**config.mk**
```make
export PLATFORM = sky130hd
export DESIGN_NAME = square_fixed_point_seq
export DESIGN_NICKNAME = d
export VERILOG_FILES = /design/src/rtl/square_fixed_point_seq_pkg.sv /design/src/rtl/square_fixed_point_seq_align.sv /design/src/rtl/square_fixed_point_seq.sv
export SDC_FILE = /design/constraint.sdc
export NUM_CORES = 1
export LEC_CHECK = 0
export CORE_MARGIN = 3
export CORE_UTILIZATION = 45
export DETAILED_ROUTE_END_ITERATION = 10
export PLACE_DENSITY = 0.66
export SKIP_LAST_GASP = 1
export SLEW_MARGIN = 20
export SYNTH_ARGS = -nofsm -noshare
export SYNTH_HDL_FRONTEND = slang
export SYNTH_HIERARCHICAL = 1
export SYNTH_SLANG_ARGS = --single-unit
```
**constraint.sdc**
```tcl
create_clock -name clk -period 5.13 [get_ports clk]
set_input_delay 0.7695 -clock clk [delete_from_list [all_inputs] [get_ports clk]]
set_output_delay 0.7695 -clock clk [all_outputs]
set_load 0.02 [all_outputs]
```
**src/rtl/square_fixed_point_seq_pkg.sv**
```systemverilog
// -----------------------------------------------------------------------------
// square_fixed_point_seq_pkg
// Shared types and sizing helpers for the sequential fixed-point re-square
// block (radical = q*q + remainder) and its alignment stage.
//   state_t      : controller states IDLE / MUL / ALIGN / HOLD
//   acc_width    : accumulator width, 2*rootWidth+1 (q=max, rem=max cannot wrap)
//   align_shift  : right shift from the native 2*rootDecWidth fraction to the
//                  requested output fraction
//   cnt_width    : bit-counter width, $clog2(rootWidth+1)
// The block is parameterised, so the sizes are exposed as functions; the top
// turns them into its ACC_W / SHIFT / CNT_W localparams.
// -----------------------------------------------------------------------------
package square_fixed_point_seq_pkg;

  typedef enum logic [1:0] {
    ST_IDLE  = 2'd0,
    ST_MUL   = 2'd1,
    ST_ALIGN = 2'd2,
    ST_HOLD  = 2'd3
  } state_t;

  function automatic int acc_width(input int root_w);
    return 2 * root_w + 1;
  endfunction

  function automatic int align_shift(input int root_dec_w, input int out_dec_w);
    return 2 * root_dec_w - out_dec_w;
  endfunction

  function automatic int cnt_width(input int root_w);
    return $clog2(root_w + 1);
  endfunction

endpackage

```
**src/rtl/square_fixed_point_seq_align.sv**
```systemverilog
// -----------------------------------------------------------------------------
// fxp_align_sat
// Combinational fixed-point realignment: right-shift by SHIFT (truncating
// toward zero), then saturate to OUT_W bits when any whole-part bit above the
// output range is set.
//   i_data     [IN_W-1:0]  unsigned input value
//   o_data     [OUT_W-1:0] shifted value, or all ones on overflow
//   o_overflow             1 when the output was saturated
// -----------------------------------------------------------------------------
module fxp_align_sat #(
  parameter int IN_W  = 17,
  parameter int OUT_W = 16,
  parameter int SHIFT = 0
) (
  input  logic [IN_W-1:0]  i_data,
  output logic [OUT_W-1:0] o_data,
  output logic             o_overflow
);

  logic [IN_W-1:0] w_shifted;

  assign w_shifted = i_data >> SHIFT;

  generate
    if (OUT_W < IN_W) begin : g_sat
      logic w_ovf;
      assign w_ovf      = |w_shifted[IN_W-1:OUT_W];
      assign o_data     = w_ovf ? {OUT_W{1'b1}} : w_shifted[OUT_W-1:0];
      assign o_overflow = w_ovf;
    end else begin : g_wide
      // Output is at least as wide as the input: nothing can overflow.
      assign o_data     = OUT_W'(w_shifted);
      assign o_overflow = 1'b0;
    end
  endgenerate

endmodule

```
**src/rtl/square_fixed_point_seq.sv**
```systemverilog
// -----------------------------------------------------------------------------
// square_fixed_point_seq
// Sequential inverse of the fixed-point square root: rebuilds
// radical = q*q + remainder with a one-bit-per-cycle shift-add multiplier,
// realigns it to the requested output format and saturates on overflow.
// Ports:
//   clk, aclr (async, active high)
//   in_valid / in_ready     : operand handshake (one operand in flight)
//   q [rootWidth-1:0]       : root, unsigned fixed point
//   remainder [rootWidth:0] : remainder, LSB weight of the q*q product
//   out_valid / out_ready   : result handshake
//   result [outputWidth-1:0]: realigned q*q+remainder
//   overflow                : result saturated (qualified by out_valid)
//   rem_err                 : remainder > 2*q (qualified by out_valid)
// Latency: out_valid rises rootWidth+1 edges after the accept edge.
// -----------------------------------------------------------------------------
module square_fixed_point_seq
  import square_fixed_point_seq_pkg::*;
#(
  parameter int rootWidth      = 8,
  parameter int rootDecWidth   = 4,
  parameter int outputWidth    = 2 * rootWidth,
  parameter int outputDecWidth = 2 * rootDecWidth
) (
  input  logic                   clk,
  input  logic                   aclr,
  input  logic                   in_valid,
  output logic                   in_ready,
  input  logic [rootWidth-1:0]   q,
  input  logic [rootWidth:0]     remainder,
  output logic                   out_valid,
  input  logic                   out_ready,
  output logic [outputWidth-1:0] result,
  output logic                   overflow,
  output logic                   rem_err
);

  localparam int ACC_W = acc_width(rootWidth);
  localparam int SHIFT = align_shift(rootDecWidth, outputDecWidth);
  localparam int CNT_W = cnt_width(rootWidth);

  generate
    if (outputDecWidth > 2 * rootDecWidth) begin : g_bad_format
      $error("outputDecWidth must not exceed 2*rootDecWidth");
    end
  endgenerate

  state_t                 r_state;
  logic [ACC_W-1:0]       r_acc;
  logic [rootWidth-1:0]   r_mcand;
  logic [rootWidth-1:0]   r_mplier;
  logic [CNT_W-1:0]       r_cnt;
  logic                   r_rem_err_cap;
  logic                   r_in_ready;
  logic                   r_out_valid;
  logic [outputWidth-1:0] r_result;
  logic                   r_overflow;
  logic                   r_rem_err;

  logic [ACC_W-1:0]       w_partial;
  logic [outputWidth-1:0] w_aligned;
  logic                   w_aligned_ovf;

  // Partial product for the current multiplier bit, weighted by its position.
  assign w_partial = ACC_W'(r_mcand) << r_cnt;

  fxp_align_sat #(
    .IN_W  (ACC_W),
    .OUT_W (outputWidth),
    .SHIFT (SHIFT)
  ) u_align (
    .i_data     (r_acc),
    .o_data     (w_aligned),
    .o_overflow (w_aligned_ovf)
  );

  always_ff @(posedge clk or posedge aclr) begin
    if (aclr) begin
      r_state       <= ST_IDLE;
      r_acc         <= '0;
      r_mcand       <= '0;
      r_mplier      <= '0;
      r_cnt         <= '0;
      r_rem_err_cap <= 1'b0;
      r_in_ready    <= 1'b0;
      r_out_valid   <= 1'b0;
      r_result      <= '0;
      r_overflow    <= 1'b0;
      r_rem_err     <= 1'b0;
    end else begin
      case (r_state)
        ST_IDLE: begin
          // in_ready comes up on the first edge after reset release.
          r_in_ready <= 1'b1;
          if (in_valid && r_in_ready) begin
            r_mcand       <= q;
            r_mplier      <= q;
            r_acc         <= ACC_W'(remainder);
            r_rem_err_cap <= (remainder > {q, 1'b0});
            r_cnt         <= '0;
            r_in_ready    <= 1'b0;
            r_state       <= ST_MUL;
          end
        end
        ST_MUL: begin
          if (r_mplier[0]) begin
            r_acc <= r_acc + w_partial;
          end
          r_mplier <= r_mplier >> 1;
          r_cnt    <= r_cnt + CNT_W'(1);
          // No early exit: every operand takes rootWidth MUL cycles.
          if (r_cnt == CNT_W'(rootWidth - 1)) begin
            r_state <= ST_ALIGN;
          end
        end
        ST_ALIGN: begin
          r_result    <= w_aligned;
          r_overflow  <= w_aligned_ovf;
          r_rem_err   <= r_rem_err_cap;
          r_out_valid <= 1'b1;
          r_state     <= ST_HOLD;
        end
        ST_HOLD: begin
          if (out_ready) begin
            r_out_valid <= 1'b0;
            r_in_ready  <= 1'b1;
            r_state     <= ST_IDLE;
          end
        end
        default: r_state <= ST_IDLE;
      endcase
    end
  end

  assign in_ready  = r_in_ready;
  assign out_valid = r_out_valid;
  assign result    = r_result;
  assign overflow  = r_overflow;
  assign rem_err   = r_rem_err;

endmodule

```
=== After elaboration in Yosys (flattened, before gate mapping) ===
Cells that the tools add are included.

* Add/subtract/negate cells: 2
* Multipliers: 0
* Divide/modulo/power cells: 0
* $lt $le $gt $ge: 1
* Eq/ne operators: 8
* Shift-type cells: 1
* Muxes and demuxes: 17
* Bitwise gates (word level): 0
* Reductions and logical operators: 11

{| class="wikitable"
|+ Operators by type and width
! kind !! number
|-
| two-way mux 17 bit || 2
|-
| one-hot mux 17 bit (2 select lines) || 1
|-
| adder 17 bit || 1
|-
| << shifter 8 x 4 -> 17 bit || 1
|-
| two-way mux 16 bit || 1
|-
| one-hot mux 8 bit (2 select lines) || 1
|-
| > comparator 9 bit || 1
|-
| two-way mux 8 bit || 1
|-
| inequality test 2 bit, second input constant || 4
|-
| one-hot mux 2 bit (4 select lines) || 1
|-
| one-hot mux 4 bit (2 select lines) || 1
|-
| AND reduction 2 bit || 4
|-
| two-way mux 2 bit || 3
|-
| AND reduction 3 bit || 2
|-
| nonzero test 2 bit || 3
|-
| adder 4 x 1 -> 4 bit, second input constant || 1
|-
| == test 2 bit, second input constant || 2
|-
| == test 4 x 3 -> 1 bit, second input constant || 1
|-
| two-way mux 4 bit || 1
|-
| one-hot mux 1 bit (2 select lines) || 2
|-
| two-way mux 1 bit || 3
|-
| == test 2 x 1 -> 1 bit, second input constant || 1
|-
| logical NOT 2 bit || 1
|-
| logical AND 1 bit || 1
|}

* Register bits after elaboration: 60
* Latch bits: 0
* RAM bits: 0
* Memory bits (read-only): 0
* Bits of input ports: 21
* Logic and storage cells: 51
* Memories kept: 0

=== Depth between registers and ports, before layout ===
* Depth in word-level cells: 4
* Gate-level depth with buffers: 15

=== Modules after synthesis ===
Netlist, hierarchy kept.

{| class="wikitable"
|+ Modules (own cells, without submodules)
! module !! times used !! cells an instance !! area each (µm²)
|-
| square_fixed_point_seq || 1 || 419 || 3,880.0
|-
| fxp_align_sat || 1 || 18 || 118.9
|}

=== Worst setup path after synthesis ===
OpenSTA, ideal clock, no wires.

* Kind: register -> register
* From: register r_cnt[0]
* To: register r_acc[10]
* Data arrival time: 2,883 ps
* Required time: 5,008 ps
* Path slack: 2,125 ps
* Cell stages (with the launch flop): 14
* Buffers on the path: 2
* Clock period less this slack: 3,005 ps
* Path through: dfrtp_1 > buf_2 > clkbuf_1 > nor2_1 > nand2_1 > nor3_1 > ha_1 > fa_1 > a211oi_1 > o21ai_1 > o21a_1 > o21a_1 > or3_1 > a32o_1

* Longest elaborated chain between the ends: 4

{| class="wikitable"
|+ RTL lines
! item !! RTL line !! RTL
|-
| from (decl) || square_fixed_point_seq.sv:52 || <nowiki>logic [CNT_W-1:0] r_cnt;</nowiki>
|-
| from (signal assigned) || square_fixed_point_seq.sv:110 || <nowiki>r_cnt <= r_cnt + CNT_W'(1);</nowiki>
|-
| << shifter 8 x 4 -> 17 bit || square_fixed_point_seq.sv:65 || <nowiki>assign w_partial = ACC_W'(r_mcand) << r_cnt;</nowiki>
|-
| adder 17 bit || square_fixed_point_seq.sv:107 || <nowiki>r_acc <= r_acc + w_partial;</nowiki>
|-
| two-way mux 17 bit || square_fixed_point_seq.sv:106 || <nowiki>if (r_mplier[0]) begin</nowiki>
|-
| one-hot mux 17 bit (2 select lines) || square_fixed_point_seq.sv:91 || <nowiki>case (r_state)</nowiki>
|-
| to (signal assigned) || square_fixed_point_seq.sv:98 || <nowiki>r_acc <= ACC_W'(remainder);</nowiki>
|-
| to (signal assigned) || square_fixed_point_seq.sv:107 ||
|-
| to (decl) || square_fixed_point_seq.sv:49 || <nowiki>logic [ACC_W-1:0] r_acc;</nowiki>
|}

No other way between the ends. The select of a mux whose other input is x is not followed.
A chain may end at the register's enable or synchronous reset.

=== Worst setup path after layout ===
* From: register r_cnt[1]
* To: register r_acc[15]

Same word-level chain as after synthesis.

==> Flow_metrics.wiki <==
{| class="wikitable"
! Metric !! Value
|-
| Clock slew seen by the registers of the worst setup and hold paths || 70 ps
|-
| Seq/Total Area, Yosys || between 30 and 40%
|-
| R2R setup slack || around 1500 ps
|-
| Adder-cell share of the synthesized area || 9.57%
|-
| Number of input and output port buffers inserted || 40
|-
| Drt drc || 0
|-
| Arrival time of data at the critical path endpoint || 3900 ps
|-
| Leakage power total || 2.17 nW
|-
| Post-cts repair resize count || 0
|-
| Critical setup path kind || register to register
|-
| Number of cells on the worst hold path || 2
|-
| Number of I/O pins || 41
|-
| HPWL after detailed placement || 7120 um
|-
| GRT Overall Usage || between 20 and 25%
|-
| Fraction of final layout cells sized beyond drive strength 1 || 10.9%
|-
| First-iteration detailed-routing DRC count || 129
|-
| Worst R2R Path Depth || 12
|-
| Routability congestion estimate from global placement || about 0.95
|-
| CTS Buf Count || 9
|-
| Number of nets in the final layout || 523
|-
| Number of enable flip-flop cells after synthesis || 0
|-
| Fmax achieved || about 0.27 GHz
|-
| Area share of xor/xnor cells in the synthesized design || 1.75%
|-
| Terminus of the critical flop-to-flop path || r_acc[15]$_DFFE_PP0P_
|-
| Antenna violations before repair || 0
|-
| Fin crit period || 3660 ps
|-
| Standard-cell rows || 33
|-
| Number of buffers added for setup after CTS || 0
|-
| Ys async rst share || 100%
|-
| Total power || 3.06 mW
|-
| Worst voltage drop across the vdd grid || 0.000390 V
|-
| Syn_nets || ~490
|-
| Sum of negative setup slack || 0 ps
|-
| First-pass detailed-route iteration total || 5
|-
| Simple-Gate Fraction of Synth Area || 16.1%
|-
| Die width || 100 um
|-
| Worst Path Max Fanout || 18
|-
| Type of the tightest min-delay check || register to register
|-
| Max-slew violation total from the final report || 0
|-
| Routed WL || 9450 um
|-
| Hold violation count in the final report || 0
|-
| Antenna viol nets, final || 0
|-
| Worst min-delay path startpoint || r_rem_err_cap$_DFFE_PP0P_
|-
| Number of setup violations in the final report || 0
|-
| Synth Area in Compound Gates || 19.1%
|-
| Core Footprint || 8420 um2
|-
| Dominant synthesized flop cell || dfrtp_1
|-
| Destination of the worst hold path || r_rem_err_cap$_DFFE_PP0P_
|-
| Nature of the critical path startpoint || register
|-
| Ratio of routed vias to standard cells || about 5.7
|-
| Synthesized area divided by synthesized cell count || 9.15 um2
|-
| Height of the die || 100 um
|-
| Total Die Area || 10100 um2
|-
| Endpoint required time on the critical path || 5370 ps
|-
| Number of clock sinks || 60
|-
| Pre-CTS worst setup slack || 1530 ps
|-
| Root buffer cell || clkbuf_8
|-
| Gate Count Post-Synth || 437
|-
| Buffer levels on the longest clock path || 2
|-
| Total global routing overflow || 0
|-
| Fraction of the cycle the final worst path needs || 71.4%
|-
| Initial standard-cell utilization of the core || 47.5%
|-
| Crit. End Element || register
|-
| Pin count of the biggest net entering global routing || 39
|-
| Number of distinct library cell variants in the gate-level netlist after synthesis || 56
|-
| Commonest non-fill, non-tap cell in the layout || dfrtp_1
|-
| Final setup skew || between 7 and 8 ps
|-
| Clock tree from TritonCTS || built
|-
| Proportion of synthesized area in mux cells || 11.6%
|-
| Yosys Warn Count || 6
|-
| Commonest cells after routing, fill and taps aside || dfrtp_1, nand2_1, clkdlybuf4s50_1
|-
| H-tree levels || 3
|-
| Tightest slew margin relative to the limit || 42.0%
|-
| Actual transition at the worst max-transition pin || about 870 ps
|-
| Antenna diode count || 0
|-
| Main combinational cell family by area after synthesis || compound AO/OA/AOI/OAI gates
|-
| Hold buffers post-CTS || 0
|-
| Cell Area, Synth || 4000 um2
|-
| Total number of vias || roughly 3300
|-
| Total of flip-flops plus latches after synthesis || 60
|-
| Per-cell routed wire length || 16.2 um
|-
| Smallest hold slack || between 400 and 500 ps
|-
| Final Worst Setup Slack || 1470 ps
|-
| P per Cell Area || 650 nW/um2
|-
| Reg-to-reg startpoint || r_cnt[1]$_DFFE_PP0P_
|-
| Via count of the first global-routing pass || 3266
|-
| Global-route wire length before repair || 16000 um
|-
| Unrepaired setup endpoints after global routing || false
|-
| Insertion delay to the later sink of the worst-skew pair || about 350 ps
|-
| Status || finished clean
|-
| Max capacitance violation total || 0
|-
| Area added between synthesis and finish || 17.8%
|}
-- per-layer routing --
metal | vias up | share of wire [%] | GRT usage, %
met3 | 25 | 4.3 | 3.89
met5 | - | 0 | 0
met4 | 0 | 2.5 | 7.25
met2 | 98 | 46 | 31.5
met1 | 1566 | 47 | 27.4
li1 | 1641 | - | -
-- how the worst max path moves through the flow --
stage                              start                    end  slack, ps  cells after the start
floorplan           r_cnt[0]$_DFFE_PP0P_  r_acc[10]$_DFFE_PP0P_       2120                     13
global route        r_cnt[1]$_DFFE_PP0P_  r_acc[15]$_DFFE_PP0P_       1170                     12
global placement    r_cnt[1]$_DFFE_PP0P_  r_acc[13]$_DFFE_PP0P_       1630                     12
detailed placement  r_cnt[1]$_DFFE_PP0P_  r_acc[15]$_DFFE_PP0P_       1530                     12
CTS                 r_cnt[1]$_DFFE_PP0P_  r_acc[15]$_DFFE_PP0P_       1510                     12
finish              r_cnt[1]$_DFFE_PP0P_  r_acc[15]$_DFFE_PP0P_       1470                     12
-- synthesized netlist by cell type, types with 6 or more instances --
cell type / number / area share, %
dfrtp_1: 60 / 38
nand2_1: 46 / 4.3
o21ai_0: 39 / 4.9
a21oi_1: 33 / 4.1
nor2_1: 30 / 2.8
ha_1: 29 / 9.1
mux2_2: 20 / 5.6
inv_1: 19 / 1.8
mux2i_1: 18 / 4.5
or2_1: 16 / 2.5
clkbuf_1: 13 / 1.2
a21o_1: 8 / 1.5
nand3_1: 8 / 1.0
o22ai_1: 7 / 1.1
a211oi_1: 6 / 1.1
-- critical path: stages (launching register included) --
cell	delay (ps)
dfrtp_1	740
mux2_4	370
o21ai_0	340
nor2_1	70
nor2_1	180
nor2_1	60
ha_1	370
and2_1	180
nand4_1	110
a211oi_1	420
o311ai_0	230
a21o_1	230
a32o_1	250
-- registers in the layout, summed over array words and instances, names as in the netlist --
signal         cells
r_state            2
r_mcand            8
out_valid          1
r_mplier           8
overflow           1
result            16
rem_err            1
in_ready           1
r_acc             17
r_cnt              4
r_rem_err_cap      1
-- per-stage QoR --
stage | utilization [%] | instance area, um2 | cells
3_3_place_gp | 53.0 | 4460 | 566
3_5_place_dp | 53.0 | 4460 | 566
2_1_floorplan | - | 4000 | 437
4_1_cts | 55.9 | 4710 | 582
5_1_grt | 55.9 | 4710 | 582
6_report | 55.9 | 4710 | 582
-- power breakdown --
part	leakage [nW]	switching, mW	total [mW]	internal, mW
Clock	0.120	0.207	0.533	0.326
Sequential	0.759	0.187	0.858	0.671
Combinational	1.29	0.926	1.67	0.748
-- cell type report --
type	count	area, um2
Clock buffer	9	124
Clock inverter	7	124
Fill cell	765	3710
Inverter	20	75.1
Multi-Input combinational cell	337	2320
Sequential cell	60	1500
Tap cell	105	131
Timing Repair Buffer	44	430
-- cells by family after synthesis --
| kind of cell | count (synthesis) |
|---|---|
| AOI/OAI and AO/OA | 123 |
| xor gates and xnor gates | 8 |
| adders and majority gates | 30 |
| buffers and inverters | 40 |
| DFF | 60 |
| muxes | 42 |
| and+or+nand+nor | 134 |
Power figures use the tool's default switching activity.
